## src/rtl/hub75_pkg.sv

```systemverilog
// Shared types and constants for the HUB75 BCM panel driver.
package hub75_pkg;

  // Base SHOW window length in clocks for bit-plane 0; plane p lasts OE_UNIT<<p.
  localparam int OE_UNIT = 16;

  typedef enum logic [2:0] {
    ST_IDLE,
    ST_SHIFT,
    ST_BLANK,
    ST_LATCH,
    ST_SHOW
  } state_t;

  // Bit position of plane p inside a {R,G,B} pixel word of bpc bits per colour.
  function automatic int red_ofs(input int p, input int bpc);
    return 2 * bpc + p;
  endfunction

  function automatic int green_ofs(input int p, input int bpc);
    return bpc + p;
  endfunction

  function automatic int blue_ofs(input int p, input int bpc);
    return p;
  endfunction

endpackage

```

## src/rtl/hub75_bcm_timer.sv

```systemverilog
// SHOW-window timer: one window of OE_UNIT<<plane clocks, output enabled
// for the first (brightness+1)<<plane of them.
module hub75_bcm_timer
  import hub75_pkg::*;
#(
  parameter int BPC     = 4,
  parameter int PLANE_W = 2
) (
  input  logic               clk,
  input  logic               rst_n,
  input  logic               i_load,
  input  logic [PLANE_W-1:0] i_plane,
  input  logic [3:0]         i_brightness,
  output logic               o_oe_on,
  output logic               o_window_done
);

  localparam int CNT_W = 4 + BPC;

  logic [CNT_W-1:0] r_cnt;
  logic [CNT_W-1:0] r_on_len;
  logic [CNT_W-1:0] r_win_last;
  logic             r_active;
  logic             r_oe_on;
  logic [CNT_W-1:0] w_cnt_inc;

  assign w_cnt_inc     = r_cnt + CNT_W'(1);
  assign o_window_done = r_active && (r_cnt == r_win_last);
  assign o_oe_on       = r_oe_on;

  // Load window geometry at SHOW entry, then count it out; oe_on is a flop so
  // it lines up with the cycles the FSM spends in SHOW.
  always_ff @(posedge clk or negedge rst_n) begin
    if (!rst_n) begin
      r_cnt      <= '0;
      r_on_len   <= '0;
      r_win_last <= '0;
      r_active   <= 1'b0;
      r_oe_on    <= 1'b0;
    end else if (i_load) begin
      r_cnt      <= '0;
      r_on_len   <= (CNT_W'(i_brightness) + CNT_W'(1)) << i_plane;
      r_win_last <= (CNT_W'(OE_UNIT) << i_plane) - CNT_W'(1);
      r_active   <= 1'b1;
      r_oe_on    <= 1'b1;
    end else if (r_active) begin
      r_cnt <= w_cnt_inc;
      if (o_window_done) begin
        r_active <= 1'b0;
        r_oe_on  <= 1'b0;
      end else begin
        r_oe_on <= (w_cnt_inc < r_on_len);
      end
    end
  end

endmodule

```

## src/rtl/hub75_bcm_driver.sv

```systemverilog
// HUB75 panel scanner with binary-coded modulation, global brightness,
// run/stop control and a frame-done strobe. Reads pixels from an external
// synchronous framebuffer with one cycle of read latency.
module hub75_bcm_driver
  import hub75_pkg::*;
#(
  parameter int COLS      = 32,
  parameter int ADDR_BITS = 4,
  parameter int BPC       = 4,
  parameter int COL_BITS  = $clog2(COLS)
) (
  input  logic                          clk,
  input  logic                          rst,
  input  logic                          en,
  input  logic [3:0]                    brightness,
  output logic [ADDR_BITS+COL_BITS-1:0] fb_addr,
  input  logic [3*BPC-1:0]              fb_rdata_top,
  input  logic [3*BPC-1:0]              fb_rdata_bot,
  output logic [ADDR_BITS-1:0]          row_addr,
  output logic                          r0,
  output logic                          g0,
  output logic                          b0,
  output logic                          r1,
  output logic                          g1,
  output logic                          b1,
  output logic                          sclk,
  output logic                          lat,
  output logic                          oe_n,
  output logic                          frame_done
);

  localparam int PLANE_W = (BPC > 1) ? $clog2(BPC) : 1;
  localparam int K_W     = COL_BITS + 2;
  localparam logic [K_W-1:0]      K_LAST     = K_W'(2 * COLS);
  localparam logic [PLANE_W-1:0]  PLANE_LAST = PLANE_W'(BPC - 1);
  localparam logic [COL_BITS-1:0] COL_LAST   = COL_BITS'(COLS - 1);

  state_t                        r_state, w_state_nxt;
  logic [K_W-1:0]                r_k;
  logic [ADDR_BITS-1:0]          r_row, w_row_nxt, r_row_addr;
  logic [PLANE_W-1:0]            r_plane, w_plane_nxt;
  logic                          w_frame_end;
  logic [ADDR_BITS+COL_BITS-1:0] r_fb_addr;
  logic [5:0]                    r_rgb;
  logic                          r_sclk, r_lat, r_frame_done;
  logic [COL_BITS-1:0]           w_col;
  logic                          w_load, w_oe_on, w_window_done;

  // Select one bit of a pixel word by position.
  function automatic logic pick(input logic [3*BPC-1:0] px, input int ofs);
    logic [3*BPC-1:0] sh;
    sh = px >> ofs;
    return sh[0];
  endfunction

  // Odd k samples column k>>1; even k is the sclk-high half.
  assign w_col  = r_k[COL_BITS:1];
  assign w_load = (r_state == ST_LATCH);

  hub75_bcm_timer #(
    .BPC     (BPC),
    .PLANE_W (PLANE_W)
  ) u_timer (
    .clk           (clk),
    .rst_n         (rst),
    .i_load        (w_load),
    .i_plane       (r_plane),
    .i_brightness  (brightness),
    .o_oe_on       (w_oe_on),
    .o_window_done (w_window_done)
  );

  // State register.
  always_ff @(posedge clk or negedge rst) begin
    if (!rst) r_state <= ST_IDLE;
    else      r_state <= w_state_nxt;
  end

  // Next state plus the plane/row successor used at SHOW exit.
  always_comb begin
    w_state_nxt = r_state;
    w_plane_nxt = r_plane + PLANE_W'(1);
    w_row_nxt   = r_row;
    w_frame_end = 1'b0;
    if (r_plane == PLANE_LAST) begin
      w_plane_nxt = '0;
      w_row_nxt   = r_row + ADDR_BITS'(1);
      w_frame_end = &r_row;
    end
    case (r_state)
      ST_IDLE:  if (en) w_state_nxt = ST_SHIFT;
      ST_SHIFT: if (r_k == K_LAST) w_state_nxt = ST_BLANK;
      ST_BLANK: w_state_nxt = ST_LATCH;
      ST_LATCH: w_state_nxt = ST_SHOW;
      ST_SHOW:  if (w_window_done) w_state_nxt = en ? ST_SHIFT : ST_IDLE;
      default:  w_state_nxt = ST_IDLE;
    endcase
  end

  // Shift/latch datapath and scan counters; every panel pin comes from a flop.
  always_ff @(posedge clk or negedge rst) begin
    if (!rst) begin
      r_k          <= '0;
      r_row        <= '0;
      r_plane      <= '0;
      r_row_addr   <= '0;
      r_fb_addr    <= '0;
      r_rgb        <= '0;
      r_sclk       <= 1'b0;
      r_lat        <= 1'b0;
      r_frame_done <= 1'b0;
    end else begin
      r_lat        <= (w_state_nxt == ST_LATCH);
      r_frame_done <= 1'b0;
      case (r_state)
        ST_IDLE: begin
          if (en) begin
            r_row     <= '0;
            r_plane   <= '0;
            r_k       <= '0;
            r_fb_addr <= '0;
          end
        end
        ST_SHIFT: begin
          r_k <= r_k + K_W'(1);
          if (r_k[0]) begin
            r_rgb <= {pick(fb_rdata_top, red_ofs(int'(r_plane), BPC)),
                      pick(fb_rdata_top, green_ofs(int'(r_plane), BPC)),
                      pick(fb_rdata_top, blue_ofs(int'(r_plane), BPC)),
                      pick(fb_rdata_bot, red_ofs(int'(r_plane), BPC)),
                      pick(fb_rdata_bot, green_ofs(int'(r_plane), BPC)),
                      pick(fb_rdata_bot, blue_ofs(int'(r_plane), BPC))};
            r_sclk <= 1'b1;
            if (w_col != COL_LAST) r_fb_addr <= {r_row, w_col + COL_BITS'(1)};
          end else begin
            r_sclk <= 1'b0;
          end
        end
        ST_BLANK: r_row_addr <= r_row;
        ST_SHOW: begin
          if (w_window_done) begin
            r_plane      <= w_plane_nxt;
            r_row        <= w_row_nxt;
            r_frame_done <= w_frame_end;
            r_k          <= '0;
            r_fb_addr    <= {w_row_nxt, COL_BITS'(0)};
          end
        end
        default: ;
      endcase
    end
  end

  assign fb_addr                  = r_fb_addr;
  assign row_addr                 = r_row_addr;
  assign {r0, g0, b0, r1, g1, b1} = r_rgb;
  assign sclk                     = r_sclk;
  assign lat                      = r_lat;
  assign oe_n                     = ~w_oe_on;
  assign frame_done               = r_frame_done;

endmodule

```

## config.mk

```make
export PLATFORM = sky130hd
export DESIGN_NAME = hub75_bcm_driver
export DESIGN_NICKNAME = d
export VERILOG_FILES = /design/src/rtl/hub75_pkg.sv /design/src/rtl/hub75_bcm_timer.sv /design/src/rtl/hub75_bcm_driver.sv
export SDC_FILE = /design/constraint.sdc
export NUM_CORES = 1
export LEC_CHECK = 0
export ABC_AREA = 1
export ABC_CLOCK_PERIOD_IN_PS = 2200
export CAP_MARGIN = 10
export CORE_MARGIN = 3
export CORE_UTILIZATION = 45
export CTS_BUF_LIST = sky130_fd_sc_hd__clkbuf_4
export DETAILED_ROUTE_END_ITERATION = 10
export PLACE_DENSITY = 0.69
export SETUP_SLACK_MARGIN = 0.02
export SYNTH_ARGS = -nofsm -noshare
export SYNTH_HDL_FRONTEND = slang
export SYNTH_HIERARCHICAL = 1
export SYNTH_SLANG_ARGS = --single-unit
```

## constraint.sdc

```tcl
create_clock -name clk -period 2.2 [get_ports clk]
set_input_delay 0.33 -clock clk [delete_from_list [all_inputs] [get_ports clk]]
set_output_delay 0.33 -clock clk [all_outputs]
set_load 0.03 [all_outputs]
```

==> results of run 1 <==
[per-layer routing]
| metal | track usage (%) | vias to the layer above | part of all wire [%] |
|---|---|---|---|
| met4 | 6.72 | 0 | 1.8 |
| met5 | 0 | - | 0 |
| li1 | - | 1522 | - |
| met2 | 30.7 | 53 | 47 |
| met3 | 4.42 | 14 | 3.7 |
| met1 | 26.1 | 1394 | 47 |
[metrics by stage]
| step | cell area (um2) | setup slack (ns) |
|---|---|---|
| finish | 4200 | 0.312 |
| global route | 4200 | 0.110 |
| CTS | 4200 | 0.314 |
| detailed placement | 4040 | 0.344 |
| global placement | 4040 | 0.398 |
| floorplan | 3410 | 0.468 |
[critical path, cell delays in order, from the launching register on]
cell,delay (ns)
dfrtp_1,0.49
inv_2,0.08
nand2_1,0.06
nand2_1,0.05
nor2_1,0.11
nand3_2,0.11
nor2_1,0.16
nand2_1,0.07
nand2_1,0.07
nand2_2,0.19
nor2_4,0.27
nand2_1,0.07
nand2_1,0.08
[power groups by stage]
stage	clock [W]	sequential (W)	combinational, W
after floorplan	0	0.00115	0.0000365
after global placement	0	0.00114	0.000147
after detailed placement	0	0.00114	0.000149
after CTS	0.000893	0.00112	0.000151
after global routing	0.000945	0.00112	0.000164
final	0.000875	0.00112	0.000148
[repair_timing]
item                      CTS  global route
resized for setup           0             0
hold endpoints to repair   60             0
hold buffers                1             0
[cell type report]
type                            instances  area, um2
Clock buffer                           10       75.1
Clock inverter                          6       78.8
Fill cell                             687       3090
Inverter                               58        220
Multi-Input combinational cell        305       1630
Sequential cell                        60       1500
Tap cell                               99        124
Timing Repair Buffer                   58        578
[worst max path at each step]
stage	endpoint	slack [ns]	depth (start not counted)
after floorplan	fb_addr[1]	0.47	12
final	fb_addr[1]	0.31	12
after CTS	fb_addr[6]	0.31	12
after global placement	fb_addr[0]	0.40	12
after global routing	fb_addr[4]	0.11	12
after detailed placement	fb_addr[1]	0.34	12
[kinds of logic (layout without fill, tap and decap cells)]
group,count (synthesis),count (layout)
compound gates,84,84
xor+xnor,7,7
fa+ha+maj,15,15
buf+inv,65,132
flops,60,60
mux,1,1
simple gates,198,198
[Yosys cell counts]
cell type,instances
a21oi_1,8
a21oi_2,3
a21oi_4,1
a22o_1,2
a22oi_1,3
buf_12,1
buf_2,3
buf_4,1
buf_6,1
clkbuf_2,1
dfrtp_1,60
ha_1,15
inv_1,51
inv_2,6
inv_4,1
mux2i_1,1
nand2_1,113
nand2_2,4
nand2_4,3
nand3_1,16
nand3_2,2
nand3b_1,1
nand4_1,6
nor2_1,39
nor2_2,4
nor2_4,5
nor3_1,4
o21a_1,1
o21ai_0,45
o21ai_1,7
o21ai_2,2
o21bai_1,1
o22ai_1,11
or2_2,1
xnor2_1,1
xor2_1,6
[sequential cells by signal (all words and copies together) (netlist names)]
name,flops
fb_addr,9
frame_done,1
lat,1
r_k,7
r_plane,2
r_rgb,6
r_row,4
r_state,3
row_addr,4
sclk,1
u_timer/o_oe_on,1
u_timer/r_active,1
u_timer/r_cnt,8
u_timer/r_on_len,8
u_timer/r_win_last,4
==> impl_metrics.json, run 1 <==
{
  "status": "finished clean",
  "clk_pin_slew_ns": 0.10,
  "relSlewSlack_pct": 70.2,
  "tns_ns": 0,
  "path_class": "flip-flop to flip-flop",
  "synth_fa_ha_area_share_pct": 5.51,
  "whs_ns": 0.438,
  "finClkSkew_ns": 0.0116,
  "synth.distinct_cells": 36,
  "ys_warn_count": 6,
  "clkPwrFrac_pct": 40.8,
  "cp.required_ns": 2.55,
  "die_h_um": 93.0,
  "power.switching_w": 0.000485,
  "layout-drive-gt1-share_pct": 10.5,
  "area_growth_pct": 23.4,
  "drcViolationCount": 0,
  "finalWirelength_um": 7960,
  "synth_seq_area_share_pct": 44.1,
  "clk_latency_ns": 0.41,
  "syn_area_um2": 3410,
  "layout_commonest_cell": "nand2_1",
  "postRouteAntennaNets": 0,
  "internal_power_w": 0.00166,
  "yosys.area_share.simple_pct": 25.9,
  "post-route-min-period_ns": 1.89,
  "ys_ff_latch": 60,
  "wl_per_cell_um": 13.4,
  "gp_congestion": 0.851,
  "synth_xor_area_share_pct": 1.80,
  "path_max_fanout": 15,
  "dr.pass1.iters": 4,
  "arrival_ns": 2.24,
  "cts_made_buffers": 9,
  "final_cell_mix": "nand2_1, dfrtp_1, clkdlybuf4s50_1",
  "grt_max_degree": 61,
  "synthTopCellsByArea": "dfrtp_1, nand2_1, o21ai_0",
  "finalSetupViolations": 0,
  "critPathLaunch": "u_timer/r_cnt[4]",
  "initial_core_util_pct": 46.7,
  "vdd_drop_max_v": 0.000304,
  "antenna_cells": 0,
  "cts_tree": "done",
  "core-area_um2": 7290,
  "nets": 538,
  "reg2reg_to": "fb_addr[1]",
  "r2r_cells": 12,
  "synth_top_area_share_pct": 44.1,
  "synth_mux_area_share_pct": 0.294,
  "grt_util_all_layers_pct": 19.4,
  "drv_cap": 0,
  "htree_levels": 3,
  "grt.overflow.total": 0,
  "rsz0062_at_grt": "false",
  "drv_slew": 0,
  "utilization_pct": 57.6,
  "cts_buffer_depth": 2,
  "worstSetupStartpointType": "flip-flop",
  "cts_setup_buffers": 0,
  "comb_power_share_pct": 6.9,
  "io_pins": 54,
  "post-route-period-util_pct": 85.8,
  "p_leak_nw": 2.03,
  "place_inst": 579,
  "clockRootBuffer": "clkbuf_4",
  "fp-row-count": 31,
  "dp_hpwl_um": 5930,
  "numClockSinks": 60,
  "first_global_vias": 2873,
  "vias": 2983,
  "reg2reg_from": "u_timer/r_cnt[4]",
  "power_frac_seq_pct": 52.2,
  "worstSetupEndpointType": "flip-flop",
  "dieArea_um2": 8650,
  "syn_nets": 476,
  "synth_compound_area_share_pct": 14.2,
  "finalHoldViolCount": 0,
  "netlist_instances": 430,
  "finalNonFillerCells": 596,
  "io_buffers": 53,
  "hold_class": "primary input to async pin",
  "drt_iter0_drc": 107,
  "synth_top_family_by_area": "simple AND/OR/NAND/NOR gates",
  "synth.avg_cell_area_um2": 7.92,
  "powerDensity_nw_per_um2": 510,
  "swShare_pct": 22.6,
  "grt_pass1_wl_um": 13400,
  "totalPowerFinal_w": 0.00214,
  "vias_per_cell": 5.01,
  "reg2reg_slack_ns": 0.31,
  "worst_pin_slew_ns": 0.445,
  "die_w_um": 93.0,
  "antenna_found_initial": 0,
  "fmax_ghz": 0.530,
  "synth_top_cell_by_area": "dfrtp_1"
}
Power figures use the tool's default switching activity.
==> inputs of run 2 (changes only) <==
CORE_UTILIZATION = 56   (was 45)
MAX_ROUTING_LAYER = met4   (was default)
PLACE_DENSITY = 0.83   (was 0.69)
==> run 2 against run 1 <==
- register-to-register slack got worse by 0.05 ns
- worst setup slack got worse by 0.052 ns
- die area decreased by 18%
- critical path type unchanged
- sequential power about the same
- clock skew increased by 0.0023 ns
- power decreased by 1.8%
- combinational power about the same
- clock power decreased by 4.5%
- final area decreased by 0.92%
==> impl_metrics.json, run 2 (synthesis gave the netlist of run 1 again) <==
{
  "cts_tree": "done",
  "finalHoldViolCount": 0,
  "vdd_drop_max_v": 0.000456,
  "multiInputGateArea_um2": 1630,
  "finalWorstSetupSlack_ns": 0.260,
  "drcViolationCount": 0,
  "wl_per_cell_um": 13.8,
  "dr.pass1.iters": 4,
  "dp_hpwl_um": 5900,
  "grt_max_degree": 61,
  "grt_util_all_layers_pct": 24.1,
  "antenna_found_initial": 0,
  "htree_levels": 3,
  "regArea_um2": 1500,
  "fp-row-count": 27,
  "gp_congestion": 0.894,
  "initial_core_util_pct": 59.7,
  "io_pins": 54,
  "post-route-period-util_pct": 88.2,
  "clk_latency_ns": 0.39,
  "tns_ns": 0,
  "clockRootBuffer": "clkbuf_4",
  "die_h_um": 84.0,
  "layout-drive-gt1-share_pct": 10.1,
  "powerDensity_nw_per_um2": 505,
  "rsz0062_at_grt": "false",
  "dieArea_um2": 7050,
  "cts_hold_buffers": 1,
  "worst_pin_slew_ns": 0.476,
  "first_global_vias": 2994,
  "fmax_ghz": 0.516,
  "worstSetupEndpointType": "flip-flop",
  "grt.overflow.total": 0,
  "reg2reg_from": "u_timer/r_cnt[5]",
  "drv_cap": 0,
  "path_class": "flip-flop to flip-flop",
  "hold_class": "primary input to async pin",
  "nets": 538,
  "final_cell_mix": "nand2_1, dfrtp_1, clkdlybuf4s50_1",
  "cts_setup_buffers": 0,
  "finalSetupViolations": 0,
  "finClkSkew_ns": 0.0139,
  "numClockSinks": 60,
  "arrival_ns": 2.26,
  "vias": 2962,
  "pre_cts_ws_ns": 0.340,
  "postRouteAntennaNets": 0,
  "status": "finished clean",
  "die_w_um": 84.0,
  "layout_commonest_cell": "nand2_1",
  "totalPowerFinal_w": 0.00210,
  "p_leak_nw": 2.03,
  "path_max_fanout": 15,
  "drv_slew": 0,
  "fillers": 434,
  "area_growth_pct": 22.3,
  "cts_buffer_depth": 2,
  "finalWirelength_um": 7860,
  "largest_reg_flops": 9,
  "post-route-min-period_ns": 1.94,
  "vias_per_cell": 5.21,
  "io_buffers": 53,
  "drt_iter0_drc": 210,
  "cts_made_buffers": 9,
  "relSlewSlack_pct": 68.1,
  "core-area_um2": 5710,
  "cts.repair.resized": 0,
  "worstSetupStartpointType": "flip-flop",
  "antenna_cells": 0,
  "critPathLaunch": "u_timer/r_cnt[5]",
  "clk_pin_slew_ns": 0.11,
  "cp.required_ns": 2.52,
  "grt_pass1_wl_um": 13500
}
-- run 2: cell count changes in the layout (fill, tap and decap cells not counted) --
cell | before | now
clkinv_1 | 1 | 3
clkinv_2 | 3 | 2
clkbuf_4 | 10 | 9
-- run 2: where the power goes --
part           leakage, nW  internal [W]  total, W  switching, W
combinational         1.22     0.0000799  0.000149     0.0000691
sequential           0.721       0.00111   0.00112    0.00000627
clock               0.0822      0.000447  0.000836      0.000390
-- run 2: cell type report --
type,instances,share of cell area [%]
Clock buffer,9,1.62
Clock inverter,7,1.95
Inverter,58,5.29
Multi-Input combinational cell,305,39.0
Sequential cell,60,36.1
Tap cell,72,2.16
Timing Repair Buffer,58,13.9
-- run 2: worst max-delay path: stages, from the launching register on --
cell and delay [ns]:
dfrtp_1 0.46, inv_1 0.12, nand2_1 0.08, nand2_1 0.05, nor2_1 0.15, nand3_2 0.11, nor2_1 0.16, nand2_1 0.08
nand2_1 0.07, nand2_2 0.17, nor2_4 0.26, nand2_1 0.08, nand2_1 0.07
-- run 2: through the flow --
step	utilization, %	instance area [um2]	std cells	hold slack [ns]
finish	72.9	4160	569	0.463
global route	72.9	4160	569	0.460
CTS	72.9	4160	569	0.464
detailed placement	70.2	4010	552	0.359
global placement	70.2	4010	552	0.358
floorplan	-	3410	430	0.0344
-- run 2: per-layer routing --
| metal | part of all wire [%] | up-vias | global-route usage (%) |
|---|---|---|---|
| met4 | 1.9 | 0 | 9.06 |
| li1 | - | 1524 | - |
| met5 | 0 | - | - |
| met1 | 46 | 1347 | 30.8 |
| met3 | 4.0 | 15 | 3.95 |
| met2 | 48 | 76 | 38.5 |
-- run 2: final timing paths --
path                                    end  slack (ns)  cells after the start
hold / removal             u_timer/r_cnt[1]        0.46                      3
hold reg to reg                    r_rgb[3]        0.49                      2
setup / recovery                 fb_addr[3]        0.26                     12
max in group asynchronous          r_rgb[0]        1.47                      3
setup reg to reg                 fb_addr[3]        0.26                     12
min in group clk                   r_rgb[3]        0.49                      2
==> inputs of run 3 (changes only) <==
SYNTH_HIERARCHICAL = default   (was 1)
==> run 3 against run 2 <==
- synthesized cell count decreased by 6.7%
- combinational power decreased by 12%
- power decreased by 11%
- routed wire length decreased by 3.3%
- first-iteration DRC count decreased by 3.8%
- hold slack got worse by 0.024 ns
- count of clock-buffer cells in the layout increased by 2
- via count increased by 0.95%
- maximum frequency decreased by 1.6%
- clock power decreased by 25%
- worst setup slack got worse by 0.033 ns
- critical path type unchanged
==> impl_metrics.json, run 3 <==
{
  "status": "finished clean",
  "clk_latency_ns": 0.40,
  "post-route-period-util_pct": 89.6,
  "drv_cap": 0,
  "numClockSinks": 60,
  "vias_per_cell": 5.55,
  "clockRootBuffer": "clkbuf_4",
  "synth.avg_cell_area_um2": 8.47,
  "yosysMostFrequentCell": "nand2_1",
  "fmax_ghz": 0.507,
  "rsz0062_at_grt": "false",
  "nets": 511,
  "antenna_cells": 0,
  "io_buffers": 53,
  "powerDensity_nw_per_um2": 452,
  "cts_made_buffers": 9,
  "largest_reg_flops": 9,
  "netlist_instances": 401,
  "post-route-min-period_ns": 1.97,
  "grt.overflow.total": 0,
  "p_leak_nw": 2.02,
  "gp_congestion": 0.882,
  "tns_ns": 0,
  "initial_core_util_pct": 59.9,
  "antenna_found_initial": 0,
  "finalHoldViolCount": 0,
  "vdd_drop_max_v": 0.000333,
  "synth_seq_area_share_pct": 44.2,
  "area_growth_pct": 21.7,
  "fp-row-count": 27,
  "synthArstFlopShare_pct": 100,
  "synth_top_area_share_pct": 44.2,
  "core-area_um2": 5680,
  "arrival_ns": 2.26,
  "cp.required_ns": 2.49,
  "finClkSkew_ns": 0.0127,
  "ys_warn_count": 0,
  "final_area_um2": 4130,
  "die_w_um": 83.9,
  "dr.pass1.iters": 5,
  "dp_hpwl_um": 5620,
  "r2r_cells": 8,
  "synthTopCellsByArea": "dfrtp_1, nand2_1, ha_1",
  "synth_commonest_cells": "nand2_1, dfrtp_1, inv_1",
  "cts_hold_buffers": 1,
  "grt_max_degree": 61,
  "cts_tree": "done",
  "relSlewSlack_pct": 67.2,
  "drcViolationCount": 0,
  "layout_commonest_cell": "nand2_1",
  "synth_edf_count": 0,
  "worstSetupEndpointType": "flip-flop",
  "worst_pin_slew_ns": 0.492,
  "syn_nets": 449,
  "hold_class": "primary input to async pin",
  "grt_pass1_wl_um": 13300,
  "synth_top_cell_by_area": "dfrtp_1",
  "drt_iter0_drc": 202,
  "dieArea_um2": 7040,
  "place_area_um2": 4020,
  "die_h_um": 83.9,
  "fillers": 449,
  "htree_levels": 3,
  "syn_area_um2": 3400,
  "path_class": "flip-flop to flip-flop",
  "clk_pin_slew_ns": 0.10,
  "worstSetupStartpointType": "flip-flop",
  "path_max_fanout": 10,
  "cts.repair.resized": 0,
  "io_pins": 54,
  "cts_buffer_depth": 2,
  "ys_ff_latch": 60,
  "final_cell_mix": "nand2_1, dfrtp_1, clkdlybuf4s50_1",
  "first_global_vias": 2925,
  "finalWirelength_um": 7600,
  "vias": 2990,
  "drv_slew": 0,
  "cts_setup_buffers": 0,
  "grt_util_all_layers_pct": 23.8,
  "yosys_most_used_dff": "dfrtp_1",
  "synth.distinct_cells": 40,
  "postRouteAntennaNets": 0,
  "layout-drive-gt1-share_pct": 10.9,
  "finalSetupViolations": 0,
  "wl_per_cell_um": 14.1
}
==> run 3: changes by cell type after synthesis, moves of 6 or more <==
cell / previous run / this run
inv_1: 51 / 43
nor2_1: 39 / 30
nand2_1: 113 / 85
o21ai_0: 45 / 36
mux2_2: 0 / 6
nand4_1: 6 / 14
==> run 3: path summary, 6_finish.rpt <==
kind | startpoint | endpoint | slack [ns]
max in group asynchronous | rst | u_timer.r_on_len[5] | 1.46
worst min-delay path | rst | u_timer.r_cnt[2] | 0.44
worst max register to register | r_k[1] | fb_addr[5] | 0.23
worst min register to register | fb_addr[2] | fb_addr[2] | 0.49
worst max-delay path | r_k[1] | fb_addr[5] | 0.23
min in group clk | fb_addr[2] | fb_addr[2] | 0.49
==> run 3: cell type report <==
| cell class | instances | area, um2 | area share (%) |
|---|---|---|---|
| clock buffer | 11 | 82.6 | 2.00 |
| clock inverter | 4 | 17.5 | 0.424 |
| inverter | 49 | 184 | 4.45 |
| multi-input combinational | 283 | 1670 | 40.3 |
| sequential | 60 | 1500 | 36.3 |
| tap | 72 | 90.1 | 2.18 |
| timing repair buffer | 60 | 593 | 14.3 |
==> run 3: cells by family (layout without fill, tap and decap cells) <==
logic type	after synthesis	in the layout	synth area share, %
muxes	7	7	2.28
adders and majority gates	17	17	6.26
buffers and inverters	58	124	6.78
xor gates and xnor gates	10	10	2.58
DFF	60	60	44.2
and+or+nand+nor	171	171	24.1
AOI/OAI and AO/OA	78	78	13.8
==> run 3: layer usage <==
layer  GRT usage [%]  routed length, um  vias up
met3            5.33                479       13
met5               -                  0        -
met1            31.9               3490     1393
met4            7.31                 88        0
met2            36.2               3550      110
li1                -                  -     1474
==> run 3: per-stage QoR <==
stage | setup slack, ns | std cells | power (W) | util (%) | hold slack (ns)
6_report | 0.228 | 539 | 0.00187 | 72.8 | 0.439
5_1_grt | 0.0303 | 539 | 0.00195 | 72.8 | 0.458
4_1_cts | 0.247 | 539 | 0.00187 | 72.8 | 0.466
3_5_place_dp | 0.259 | 523 | 0.00126 | 70.9 | 0.362
3_3_place_gp | 0.320 | 523 | 0.00126 | 70.9 | 0.358
2_1_floorplan | 0.392 | 401 | 0.00117 | - | 0.0344
==> run 3: power breakdown <==
part	switching, W	internal (W)
combinational	0.0000584	0.0000723
sequential	0.00000289	0.00111
clock	0.000387	0.000241
total	0.000448	0.00142
==> run 3: critical path, stage by stage, from the launching register on <==
cell,delay [ns]
dfrtp_1,0.45
ha_1,0.25
inv_1,0.10
nor3_1,0.08
ha_1,0.20
o21ai_2,0.39
nand4_4,0.21
nand2_1,0.12
nand2_1,0.06
